--- config.mk ---
export PLATFORM = sky130hd
export DESIGN_NAME = attack_arbiter
export DESIGN_NICKNAME = d
export VERILOG_FILES = /design/src/rtl/attack_arbiter.sv
export SDC_FILE = /design/constraint.sdc
export NUM_CORES = 1
export LEC_CHECK = 0
export CAP_MARGIN = 40
export CORE_UTILIZATION = 62
export CTS_BUF_LIST = sky130_fd_sc_hd__clkbuf_4 sky130_fd_sc_hd__clkbuf_8 sky130_fd_sc_hd__clkbuf_16
export CTS_CLUSTER_SIZE = 20
export DETAILED_ROUTE_END_ITERATION = 8
export PLACE_DENSITY = 0.86
export SLEW_MARGIN = 25
export SYNTH_ARGS = -nofsm -noshare
export SYNTH_HDL_FRONTEND = slang
export SYNTH_SLANG_ARGS = --single-unit
--- constraint.sdc ---
create_clock -name clk -period 3.35 [get_ports clk]
set_clock_uncertainty 0.15 [all_clocks]
set_input_delay 0.67 -clock clk [delete_from_list [all_inputs] [get_ports clk]]
set_output_delay 0.67 -clock clk [all_outputs]
set_load 0.05 [all_outputs]
--- src/rtl/attack_arbiter.sv ---
// Combat arbiter for the two-player fight: grants one attack at a time, applies
// damage to shield/health, regenerates shields per frame and flags the knockout.
module attack_arbiter #(
   parameter int MAX_HEALTH      = 10,
   parameter int MAX_SHIELD      = 10,
   parameter int GRANT_FRAMES    = 12,
   parameter int COOLDOWN_FRAMES = 30,
   parameter int REGEN_FRAMES    = 60
) (
   input  logic       clk,
   input  logic       rst_l,
   input  logic       frame_tick,
   input  logic       restart,
   input  logic       p1_attack_req,
   input  logic       p2_attack_req,
   input  logic       p1_shield_req,
   input  logic       p2_shield_req,
   input  logic       p1_can_hit,
   input  logic       p2_can_hit,
   output logic       p1_attack_grant,
   output logic       p2_attack_grant,
   output logic [3:0] p1_health,
   output logic [3:0] p1_shield,
   output logic [3:0] p2_health,
   output logic [3:0] p2_shield,
   output logic [1:0] finish
);

   localparam logic [3:0] HEALTH_FULL = 4'(MAX_HEALTH);
   localparam logic [3:0] SHIELD_FULL = 4'(MAX_SHIELD);
   localparam logic [7:0] GRANT_LOAD  = 8'(GRANT_FRAMES);
   localparam logic [7:0] COOL_LOAD   = 8'(COOLDOWN_FRAMES);
   localparam logic [7:0] REGEN_LAST  = 8'(REGEN_FRAMES - 1);

   typedef enum logic [2:0] {
      IDLE      = 3'd0,
      P1_ATK    = 3'd1,
      P2_ATK    = 3'd2,
      COOLDOWN  = 3'd3,
      GAME_OVER = 3'd4
   } state_t;

   state_t     state, state_nxt;
   logic [7:0] frame_cnt, frame_cnt_nxt;
   logic [7:0] regen1, regen1_nxt;
   logic [7:0] regen2, regen2_nxt;
   logic       rr_p2, rr_p2_nxt;
   logic [3:0] health1_nxt, shield1_nxt, health2_nxt, shield2_nxt;
   logic [1:0] finish_nxt;
   logic       elig1, elig2, pick1, hit, dmg1, dmg2;

   function automatic logic [3:0] sat_dec(input logic [3:0] v);
      return (v == 4'd0) ? 4'd0 : v - 4'd1;
   endfunction

   function automatic logic [3:0] sat_inc(input logic [3:0] v);
      return (v >= SHIELD_FULL) ? SHIELD_FULL : v + 4'd1;
   endfunction

   always_comb begin
      state_nxt     = state;
      frame_cnt_nxt = frame_cnt;
      rr_p2_nxt     = rr_p2;
      health1_nxt   = p1_health;
      shield1_nxt   = p1_shield;
      health2_nxt   = p2_health;
      shield2_nxt   = p2_shield;
      finish_nxt    = finish;
      regen1_nxt    = regen1;
      regen2_nxt    = regen2;
      dmg1          = 1'b0;
      dmg2          = 1'b0;
      elig1         = p1_attack_req & ~p1_shield_req;
      elig2         = p2_attack_req & ~p2_shield_req;
      pick1         = elig1 & (~elig2 | ~rr_p2);
      hit           = pick1 ? p1_can_hit : p2_can_hit;

      case (state)
         IDLE: begin
            if (elig1 | elig2) begin
               if (pick1) begin
                  if (hit) begin
                     dmg2 = 1'b1;
                     if (p2_shield_req && p2_shield != 4'd0) shield2_nxt = sat_dec(p2_shield);
                     else                                    health2_nxt = sat_dec(p2_health);
                  end
                  if (health2_nxt == 4'd0) begin
                     state_nxt  = GAME_OVER;
                     finish_nxt = 2'b01;
                  end else begin
                     state_nxt     = P1_ATK;
                     frame_cnt_nxt = GRANT_LOAD;
                     rr_p2_nxt     = 1'b1;
                  end
               end else begin
                  if (hit) begin
                     dmg1 = 1'b1;
                     if (p1_shield_req && p1_shield != 4'd0) shield1_nxt = sat_dec(p1_shield);
                     else                                    health1_nxt = sat_dec(p1_health);
                  end
                  if (health1_nxt == 4'd0) begin
                     state_nxt  = GAME_OVER;
                     finish_nxt = 2'b11;
                  end else begin
                     state_nxt     = P2_ATK;
                     frame_cnt_nxt = GRANT_LOAD;
                     rr_p2_nxt     = 1'b0;
                  end
               end
            end
         end
         P1_ATK, P2_ATK: begin
            if (frame_tick) begin
               if (frame_cnt <= 8'd1) begin
                  state_nxt     = COOLDOWN;
                  frame_cnt_nxt = COOL_LOAD;
               end else begin
                  frame_cnt_nxt = frame_cnt - 8'd1;
               end
            end
         end
         COOLDOWN: begin
            if (frame_tick) begin
               if (frame_cnt <= 8'd1) begin
                  state_nxt     = IDLE;
                  frame_cnt_nxt = 8'd0;
               end else begin
                  frame_cnt_nxt = frame_cnt - 8'd1;
               end
            end
         end
         GAME_OVER: begin
            if (restart) begin
               state_nxt   = IDLE;
               health1_nxt = HEALTH_FULL;
               health2_nxt = HEALTH_FULL;
               shield1_nxt = SHIELD_FULL;
               shield2_nxt = SHIELD_FULL;
               finish_nxt  = 2'b00;
               regen1_nxt  = 8'd0;
               regen2_nxt  = 8'd0;
            end
         end
         default: state_nxt = IDLE;
      endcase

      // Shield regen; a player damaged this cycle loses the increment.
      if (state != GAME_OVER) begin
         if (p1_shield_req) begin
            regen1_nxt = 8'd0;
         end else if (frame_tick) begin
            if (regen1 >= REGEN_LAST) begin
               regen1_nxt = 8'd0;
               if (!dmg1) shield1_nxt = sat_inc(p1_shield);
            end else begin
               regen1_nxt = regen1 + 8'd1;
            end
         end
         if (p2_shield_req) begin
            regen2_nxt = 8'd0;
         end else if (frame_tick) begin
            if (regen2 >= REGEN_LAST) begin
               regen2_nxt = 8'd0;
               if (!dmg2) shield2_nxt = sat_inc(p2_shield);
            end else begin
               regen2_nxt = regen2 + 8'd1;
            end
         end
      end
   end

   always_ff @(posedge clk or negedge rst_l) begin
      if (!rst_l) begin
         state           <= IDLE;
         frame_cnt       <= 8'd0;
         regen1          <= 8'd0;
         regen2          <= 8'd0;
         rr_p2           <= 1'b0;
         p1_attack_grant <= 1'b0;
         p2_attack_grant <= 1'b0;
         p1_health       <= HEALTH_FULL;
         p2_health       <= HEALTH_FULL;
         p1_shield       <= SHIELD_FULL;
         p2_shield       <= SHIELD_FULL;
         finish          <= 2'b00;
      end else begin
         state           <= state_nxt;
         frame_cnt       <= frame_cnt_nxt;
         regen1          <= regen1_nxt;
         regen2          <= regen2_nxt;
         rr_p2           <= rr_p2_nxt;
         p1_attack_grant <= (state_nxt == P1_ATK);
         p2_attack_grant <= (state_nxt == P2_ATK);
         p1_health       <= health1_nxt;
         p2_health       <= health2_nxt;
         p1_shield       <= shield1_nxt;
         p2_shield       <= shield2_nxt;
         finish          <= finish_nxt;
      end
   end

endmodule
==> summary.md, run 1 <==
| Metric | Value |
|---|---|
| Max Buffers Root-to-Sink | `2` |
| Placed Area | `0.00336 mm²` |
| Post-place setup slack | `0.392 ns` |
| MaxCap Viol Count | `0` |
| Worst setup SP type | `flop` |
| Post-synth top flop | `dfrtp_1` |
| WS Path Type | `reg -> reg` |
| Hold crit path type | `in -> async` |
| Final period utilization | `86.6%` |
| I/O Buffers | `29` |
| DRT Wirelength | `7.23 mm` |
| Sequential area share after synthesis | `40.4%` |
| Flop pwr share | `38.2%` |
| Post-synth ARST share | `100%` |
| #FFs+latches synth | `48` |
| Core outline area | `0.00450 mm²` |
| Status | `complete, no violations` |
| Overflow after GRT | `0` |
| Synth warn | `0` |
| Clock period minus worst slack | `2.90 ns` |
| CTS tree | `done` |
| # fillers | `323` |
| Syn Inst Count | `332` |
| Post-CTS Hold Fix Bufs | `0` |
| Multi-input gate area | `0.00171 mm²` |
| Synth Cell Area | `0.00300 mm²` |
| GRT Total Usage | `29.6%` |
| Placed Cells incl. Taps | `410` |
| Synthesized Nets | `352` |
| Sw Pwr | `1.29 mW` |
| Clk pwr share | `12.8%` |
| Crit Path Max Fanout | `8` |
| Lkg Pwr | `1.42 nW` |
| Worst VDD drop | `0.486 mV` |
| RSZ-0062 raised after global routing | `false` |
| Average vias per placed instance | `6.72` |
| Arrival time at the worst endpoint | `2.94 ns` |
| Pre-Repair DR Iteration Count | `5` |
| Die area | `0.00512 mm²` |
| Max incr delay on CP | `0.52 ns` |
| Placer Congestion | `0.869` |
| Combinational power share | `49.0%` |
| Post-synth EDFFs | `0` |
| Buf/Inv on CP | `1` |
| Post-DP HPWL | `5.20 mm` |
| Area Overhead vs Synth | `15.0%` |
| DRT iter0 DRCs | `266` |
| Antenna diodes | `0` |
| Final Hold Fails | `0` |
| Fmax achieved | `0.345 GHz` |
| Clock transition at path regs | `0.10 ns` |
| Utilization after layout | `76.6%` |
| Post-CTS sizing | `0` |
| Slew @ Worst Pin | `0.696 ns` |
| # setup viols final | `0` |
| Clk root buf | `clkbuf_8` |
| Critical path required time | `3.39 ns` |
| Pwr Density | `788 mW/mm²` |
| CP cell instances | `inv_1 -> ha_1 -> nor3b_2 -> o221ai_1 -> a22oi_2 -> nand2_1 -> a222oi_1` |
| Via Count | `2,811` |
| First-pass GRT wire length | `12.0 mm` |
| Non-filler cells, final | `418` |
| Pin count of the biggest net entering global routing | `27` |
| Initial Util | `66.6%` |
| Antenna violations before repair | `0` |
| Sequential cell area | `0.00121 mm²` |
| Slew headroom | `53.2%` |
| DR DRC count | `0` |
| Fin worst setup slack | `0.450 ns` |
| FP Rows | `24` |
| Cell variety after synth | `68` |
| Switching share of power | `47.5%` |
| CP max stage cell | `a22oi_2` |
| Syn avg cell area | `9.03 µm²` |
| Htree depth | `2` |
| Die Y-Extent | `71.6 µm` |
| Avg WL per Cell | `17.3 µm` |
| Vias in the first global route | `2,518` |
| Max Slew Vio Count | `0` |
| Final instance area | `0.00345 mm²` |
| CTS Buf Count | `5` |
| I/O pin cnt | `30` |
| Worst-Skew Late Latency | `0.31 ns` |
| NumNets Final | `385` |
| Final antenna-violating net count | `0` |
| Clk sinks | `48` |
| Post-CTS setup buffers | `0` |
| Internal power | `1.43 mW` |
| Family with the most delay on the worst path | `compound AO/OA/AOI/OAI gates` |
| Fraction of layout cells with a size suffix above 1 | `11.2%` |
| Critical path endpoint category | `flop` |
| Setup Total Neg Slack | `0 ns` |
| Die Wd | `71.6 µm` |
per-stage QoR:
| step | hold slack [ns] | power, mW |
|---|---|---|
| CTS | 0.191 | 2.70 |
| global route | 0.222 | 2.87 |
| floorplan | 0.224 | 1.94 |
| finish | 0.176 | 2.72 |
| global placement | 0.320 | 2.30 |
| detailed placement | 0.322 | 2.35 |
state kept, by name, summed over array words and instances, names as in the netlist:
register         flops
state                3
p2_health            4
p2_attack_grant      1
p2_shield            4
rr_p2                1
regen1               8
p1_shield            4
finish               2
p1_attack_grant      1
frame_cnt            8
regen2               8
p1_health            4
layout make-up:
class | count | area share (%)
repair buffers | 32 | 9.29
clock inverters | 3 | 0.544
clock buffers | 5 | 1.99
multi-input cells | 263 | 49.5
well taps | 52 | 1.89
flip-flops and latches | 48 | 35.1
inverters | 15 | 1.63
logic make-up (layout without fill, tap and decap cells):
logic type      count (synthesis)  count (layout)  synth area share [%]
xor+xnor                        2               2                 0.584
fa+ha+maj                      10              10                  4.17
flops                          48              48                  40.4
compound gates                101             101                  23.7
mux                             3               3                  1.08
simple gates                  147             147                  27.5
buf+inv                        21              55                  2.63
placed cells by master, fill, tap and decap left out, types with 8 or more instances in the layout:
master / Yosys / layout
dfrtp_1: 40 / 40
nand2_1: 35 / 35
clkdlybuf4s50_1: 0 / 28
o21ai_0: 20 / 20
nor2_1: 20 / 20
nand3_1: 16 / 16
inv_1: 15 / 15
a21oi_1: 14 / 14
nor3_1: 13 / 13
o21ai_1: 13 / 13
ha_1: 10 / 10
nor2b_1: 8 / 8
dfstp_2: 8 / 8
power by group through the flow:
stage,registers (mW),clock network (mW),logic [mW]
after floorplan,1.29,0,0.649
after global placement,1.03,0,1.27
after detailed placement,1.04,0,1.31
after CTS,1.03,0.352,1.32
after global routing,1.07,0.379,1.42
final,1.04,0.348,1.33
Yosys cell counts, drive strengths merged (2+ instances only):
library cell,count,area share (%)
ha,10,4.2
a221oi,2,0.58
dfrtp,40,33
clkbuf,5,0.63
or4,2,0.50
nand3,16,2.7
o211ai,3,0.75
nor2,20,2.5
nand2b,6,1.3
a31oi,7,1.5
o31a,4,1.2
nor2b,8,1.7
or2,3,0.63
a22o,3,0.88
a31o,2,0.58
a21oi,14,2.3
nor4,7,1.5
and3b,2,0.58
nand2,35,4.4
xnor2,2,0.58
a22oi,4,1.2
nor3b,5,1.4
o31ai,5,1.3
or3,5,1.2
and3,3,0.63
a2111oi,2,1.3
o22ai,2,0.42
nor3,15,3.0
or3b,3,0.88
o21ai,33,5.5
nand4,7,1.7
dfstp,8,7.0
inv,15,1.9
and2,4,0.83
mux2,2,0.75
a21o,4,1.0
layer usage:
metal / part of all wire (%) / GRT usage [%]
met5: 0 / 0
met2: 49 / 48.3
met1: 45 / 40.2
met3: 4.6 / 5.91
met4: 1.8 / 9.59
worst register-to-register path: cells and delay by family (launching register included):
family,cells,cell delay (ns)
buffers and inverters,1,0.14
AO/OA/AOI/OAI,3,1.24
adder cells (fa/ha/maj),1,0.23
AND/OR/NAND/NOR,2,0.56
flip-flops,1,0.48
worst paths after layout:
check	from	to	slack, ns	cells after the start
worst max-delay path	p1_shield[0]	frame_cnt[2]	0.45	7
worst min register to register	finish[0]	finish[0]	0.35	2
min in group clk	finish[0]	finish[0]	0.35	2
max in group asynchronous	rst_l	p1_health[1]	2.27	2
worst max register to register	p1_shield[0]	frame_cnt[2]	0.45	7
worst min-delay path	rst_l	regen2[6]	0.18	1
No activity file was read; power rests on OpenSTA's default activity.
==> inputs of run 2 (changes only) <==
Settings changed: SKIP_CTS_REPAIR_TIMING set to 1.
==> results of run 2 <==
Final layout, timing and power as in run 1 (identical DEF).
==> inputs of run 3 (changes only) <==
Settings changed: ABC_CLOCK_PERIOD_IN_PS set to 3350.
==> results of run 3 <==
Final layout, timing and power as in run 1 (identical DEF).
